===== config.mk =====
export PLATFORM = sky130hd
export DESIGN_NAME = vrf_read_arbiter
export DESIGN_NICKNAME = d
export VERILOG_FILES = /design/src/rtl/vrf_read_arbiter.sv
export SDC_FILE = /design/constraint.sdc
export NUM_CORES = 1
export LEC_CHECK = 0
export CAP_MARGIN = 20
export CORE_AREA = 4 4 268 270
export CTS_BUF_LIST = sky130_fd_sc_hd__clkbuf_4
export DETAILED_ROUTE_END_ITERATION = 8
export DIE_AREA = 0 0 272 274
export SLEW_MARGIN = 20
export SYNTH_ARGS = -nofsm -noshare
export SYNTH_HDL_FRONTEND = slang
export SYNTH_SLANG_ARGS = --single-unit

===== constraint.sdc =====
create_clock -name clk -period 4.3 [get_ports clk]
set_clock_uncertainty 0.1 [all_clocks]
set_input_delay 0.86 -clock clk [delete_from_list [all_inputs] [get_ports clk]]
set_output_delay 0.86 -clock clk [all_outputs]
set_load 0.01 [all_outputs]

===== src/rtl/vrf_read_arbiter.sv =====
`default_nettype none
// ============================================================================
// Module      : vrf_read_arbiter
// Description : Round-robin sharing of the two combinational VRF read ports
//               among NUM_REQ requesters. One requester is granted per cycle.
//               Its operand addresses drive the VRF directly. The operands
//               read back, with any same-cycle commit write forwarded, are
//               registered and returned one cycle later with the winner's ID.
// Revision    : 1.0 - initial release
// ----------------------------------------------------------------------------
// Ports
//   clk, rst                   clock, synchronous active-high reset
//   arb_hold                   suppresses all grants while high
//   req_valid / req_ready      per-requester request / one-hot grant
//   req_src1 / req_src2        packed operand addresses, requester i at
//                              [i*ADDR_W +: ADDR_W]
//   vrf_read_addr1/2           addresses to the VRF read ports
//   vrf_read_data1/2           combinational VRF read data
//   wb_write_en/addr/data      snoop of the commit write into the VRF
//   rsp_valid/id/data1/data2   registered operand response (1-cycle pulse)
// ============================================================================
module vrf_read_arbiter #(
    parameter int NUM_REQ = 3,
    parameter int VLEN    = 128,
    parameter int ADDR_W  = 5,
    parameter int ID_W    = $clog2(NUM_REQ)
) (
    input  logic                      clk,
    input  logic                      rst,
    input  logic                      arb_hold,
    input  logic [NUM_REQ-1:0]        req_valid,
    output logic [NUM_REQ-1:0]        req_ready,
    input  logic [NUM_REQ*ADDR_W-1:0] req_src1,
    input  logic [NUM_REQ*ADDR_W-1:0] req_src2,
    output logic [ADDR_W-1:0]         vrf_read_addr1,
    output logic [ADDR_W-1:0]         vrf_read_addr2,
    input  logic [VLEN-1:0]           vrf_read_data1,
    input  logic [VLEN-1:0]           vrf_read_data2,
    input  logic                      wb_write_en,
    input  logic [ADDR_W-1:0]         wb_write_addr,
    input  logic [VLEN-1:0]           wb_write_data,
    output logic                      rsp_valid,
    output logic [ID_W-1:0]           rsp_id,
    output logic [VLEN-1:0]           rsp_data1,
    output logic [VLEN-1:0]           rsp_data2
);

    // One extra bit so rr_ptr + offset never overflows before the modulo fold.
    localparam logic [ID_W:0]   c_NUM_REQ_W = (ID_W+1)'(NUM_REQ);
    localparam logic [ID_W-1:0] c_LAST_ID   = ID_W'(NUM_REQ - 1);

    logic [ID_W-1:0]    rr_ptr_q;
    logic [ID_W-1:0]    rr_ptr_d;
    logic               rsp_valid_q;
    logic [ID_W-1:0]    rsp_id_q;
    logic [VLEN-1:0]    rsp_data1_q;
    logic [VLEN-1:0]    rsp_data2_q;

    logic               w_grant;
    logic [ID_W-1:0]    w_win_id;
    logic [ID_W:0]      w_scan_idx;
    logic [NUM_REQ-1:0] w_ready;
    logic [ADDR_W-1:0]  w_addr1;
    logic [ADDR_W-1:0]  w_addr2;
    logic [VLEN-1:0]    w_op1;
    logic [VLEN-1:0]    w_op2;

    // Round-robin scan: visit requesters rr_ptr, rr_ptr+1, ... (mod NUM_REQ)
    // and take the first valid one. Reset and hold both block the grant so
    // that nothing is issued or responded to for those cycles.
    always_comb begin : p_scan
        w_grant    = 1'b0;
        w_win_id   = '0;
        w_scan_idx = '0;
        if (!rst && !arb_hold) begin
            for (int k = 0; k < NUM_REQ; k++) begin
                w_scan_idx = {1'b0, rr_ptr_q} + (ID_W+1)'(k);
                if (w_scan_idx >= c_NUM_REQ_W) begin
                    w_scan_idx = w_scan_idx - c_NUM_REQ_W;
                end
                if (!w_grant && req_valid[w_scan_idx[ID_W-1:0]]) begin
                    w_grant  = 1'b1;
                    w_win_id = w_scan_idx[ID_W-1:0];
                end
            end
        end
    end

    // Pointer moves just past the winner so it becomes lowest priority.
    always_comb begin : p_ptr_next
        rr_ptr_d = rr_ptr_q;
        if (w_grant) begin
            rr_ptr_d = (w_win_id == c_LAST_ID) ? '0 : w_win_id + 1'b1;
        end
    end

    // One-hot grant and winner address mux; all zero when nothing is granted.
    always_comb begin : p_grant_mux
        w_ready = '0;
        w_addr1 = '0;
        w_addr2 = '0;
        for (int k = 0; k < NUM_REQ; k++) begin
            if (w_grant && (w_win_id == ID_W'(k))) begin
                w_ready[k] = 1'b1;
                w_addr1    = req_src1[k*ADDR_W +: ADDR_W];
                w_addr2    = req_src2[k*ADDR_W +: ADDR_W];
            end
        end
    end

    // The VRF returns the pre-write value during a commit cycle, so a
    // matching commit write is forwarded into the operand instead. Each port
    // is compared on its own. Operands are only captured on a grant, so no
    // bypass can take effect without one.
    always_comb begin : p_bypass
        w_op1 = vrf_read_data1;
        w_op2 = vrf_read_data2;
        if (wb_write_en && (wb_write_addr == w_addr1)) begin
            w_op1 = wb_write_data;
        end
        if (wb_write_en && (wb_write_addr == w_addr2)) begin
            w_op2 = wb_write_data;
        end
    end

    always_ff @(posedge clk) begin : p_regs
        if (rst) begin
            rr_ptr_q    <= '0;
            rsp_valid_q <= 1'b0;
            rsp_id_q    <= '0;
            rsp_data1_q <= '0;
            rsp_data2_q <= '0;
        end else begin
            rr_ptr_q    <= rr_ptr_d;
            rsp_valid_q <= w_grant;
            if (w_grant) begin
                rsp_id_q    <= w_win_id;
                rsp_data1_q <= w_op1;
                rsp_data2_q <= w_op2;
            end
        end
    end

    assign req_ready      = w_ready;
    assign vrf_read_addr1 = w_addr1;
    assign vrf_read_addr2 = w_addr2;
    assign rsp_valid      = rsp_valid_q;
    assign rsp_id         = rsp_id_q;
    assign rsp_data1      = rsp_data1_q;
    assign rsp_data2      = rsp_data2_q;

endmodule
`default_nettype wire


==> results.ini <==
[timing]
slew_headroom=0.208
fmax_ghz=0.245
slew_violations=0
worstMarginPinSlew_ps=1190
fin_crit_ps=4070
fin_setup_tns_ps=0
hold_violations=0
fin_crit_sh=0.947
setup_viol=0

[floorplanning]
initial_core_util=0.228
die_area_mm2=0.0745
fp.dieH_um=274
core-area_mm2=0.0695
die_w_um=272
num_rows=97
io_pins=698

[clock_network]
h-tree-depth=3
cts_tree=done
ctsHoldBuffers=0
cts_inserted_buffers=83
cts-root-buf=clkbuf_4
clk_path_buf_depth=3
clkTransAtPathRegs_ps=70
numClockSinks=261
insertion_delay_ps=760

[critical_path]
critPathArrivalTime_ps=3110
required_ps=3340
reg2reg_slack_ps=580
crit_path_frequent_cell=buf_4
worstPathMaxFanout=9
crit_buf_inv=4
slowest_stage=dfxtp_2
cp-start-kind=register
critical_path_class=register to output port
max_stage_delay_ps=370
cp_top_family=compound AO/OA/AOI/OAI gates
worstPathCellList=inv_1 > ha_2 > o21bai_1 > a31o_4 > or2_4 > buf_4 > buf_4 > nor2_1 > a22oi_1 > o21ai_0 > dlygate4sd2_1
end_kind=output port

[global_routing]
grt_pass1_wl_um=120000
grt_pass1_vias=18800
grt_max_degree=173
grt_overflow=0
groute.usage.overall=0.205
antenna_found_initial=9

[route]
firstDrtPassIters=5
routedWlPerCell_um=23.8
dr.first_iter.drc_count=1342
vias=18500
drc=0
final_antenna_net_count=0
drt-vias-per-instance=5.37
routed_wl_um=81900

[final_layout]
final_cell_mix=687 x clkdlybuf4s50_1, 265 x nor2_1, 260 x dfxtp_1
multi_input_area_mm2=0.00942
final_core_util=0.360
final_common_cell=clkdlybuf4s50_1
seqCellArea_mm2=0.00523
nets=2863
area_growth_pct=58.0
final.fill_count=7122
drive_gt1_frac=0.142

[synthesis]
yosys_register_bits=261
synth_seq_area_share=0.330
synth_edf_count=0
syn_nets=2238
syn_inst=1810
synth.distinct_cells=50
synthArstFlopShare=0
synthFlopType=dfxtp_1
ys.warnings.count=0
syn_area_per_cell_um2=8.74
synth_area_mm2=0.0158

[place]
numPortBuffers=697
gp_congestion=0.936
place_hpwl_um=57100

[pwr]
max-vdd-ir-drop_mv=0.195
powerDensity_mw_per_mm2=294
cellLeakagePower_uw=0.00894

[flow_run]
cap_violations=0

[outcome]
status=finished, final reports clean

[min_path]
min_path_type=register to register

-- worst register-to-register path, stage by stage (launching register included) --
cell	delay, ps
dfxtp_1	360
inv_1	90
ha_4	270
maj3_2	340
o21ai_4	150
buf_4	180
buf_4	140
nand4_1	110
buf_4	170
a31o_4	330
buf_4	240
a2111oi_0	830
buf_4	230
a211oi_1	40
-- synth_stat cells (4+ instances only) --
master | number | area share
inv_1 | 10 | 0.0024
nand2_1 | 16 | 0.0038
clkbuf_1 | 195 | 0.046
a21oi_1 | 8 | 0.0025
o21ai_0 | 10 | 0.0032
a211oi_2 | 8 | 0.0063
a2111oi_2 | 90 | 0.085
a2111oi_0 | 168 | 0.093
buf_6 | 30 | 0.021
o21bai_1 | 256 | 0.12
xor2_1 | 18 | 0.010
dfxtp_1 | 261 | 0.33
nor2_1 | 266 | 0.063
a31oi_1 | 4 | 0.0016
buf_2 | 36 | 0.011
nor4_1 | 5 | 0.0020
a211oi_1 | 248 | 0.12
or3_1 | 131 | 0.052
-- path summary, 6_finish.rpt --
check,startpoint,depth (start not counted),endpoint
worst min register to register,rsp_id[0],2,rsp_id[0]
worst max-delay path,rr_ptr_q[1],11,vrf_read_addr1[4]
worst max register to register,rr_ptr_q[0],13,rsp_data2[21]
worst min-delay path,rsp_id[0],2,rsp_id[0]
-- registers in the layout, indices dropped and copies added, names as in the netlist --
register   count
rsp_valid      1
rsp_id         2
rr_ptr_q       2
rsp_data1    128
rsp_data2    128
-- kinds of logic after synthesis --
group | after synthesis | share of synthesized area
compound gates | 814 | 0.444
xor+xnor | 20 | 0.0111
fa+ha+maj | 3 | 0.00229
buf+inv | 276 | 0.0832
flops | 261 | 0.330
mux | 2 | 0.00126
simple gates | 434 | 0.128
-- power breakdown --
group          internal [µW]  total [µW]  switching (µW)
Combinational           1030        2150            1130
Clock                   1250        2480            1230
Sequential              2610        2730             118
Total                   4890        7360            2470
-- repair_timing --
item / 4_1_cts / 5_1_grt
gates resized for setup: 14 / 5
setup endpoints to repair: 10 / 6
pin swaps: 2 / 1
setup buffers: 4 / 1
-- layer usage --
| layer | vias to the layer above | part of all wire | global-route usage |
|---|---|---|---|
| li1 | 8357 | - | - |
| met1 | 8998 | 0.40 | 0.251 |
| met2 | 944 | 0.48 | 0.350 |
| met3 | 168 | 0.079 | 0.0501 |
| met4 | 4 | 0.034 | 0.0739 |
| met5 | - | 0.00027 | 0 |
-- through the flow --
| step | hold slack (ps) | setup WS (ps) | std cells | instance area (µm²) | total power, µW |
|---|---|---|---|---|---|
| 2_1_floorplan | 367 | 798 | 1810 | 15800 | 3660 |
| 3_3_place_gp | 332 | -85.2 | 3285 | 23900 | 4900 |
| 3_5_place_dp | 347 | -97.6 | 3285 | 23900 | 4920 |
| 4_1_cts | 355 | 6.29 | 3425 | 25000 | 7460 |
| 5_1_grt | 359 | -8.61 | 3436 | 25000 | 7710 |
| 6_report | 351 | 226 | 3437 | 25000 | 7360 |
-- cell type report --
| type | count | area share |
|---|---|---|
| antenna | 11 | 0.00110 |
| clock buffer | 111 | 0.0333 |
| clock inverter | 25 | 0.00550 |
| inverter | 12 | 0.00210 |
| multi-input combinational | 1273 | 0.377 |
| sequential | 261 | 0.209 |
| tap | 940 | 0.0470 |
| timing repair buffer | 804 | 0.325 |
Power figures use the tool's default switching activity.
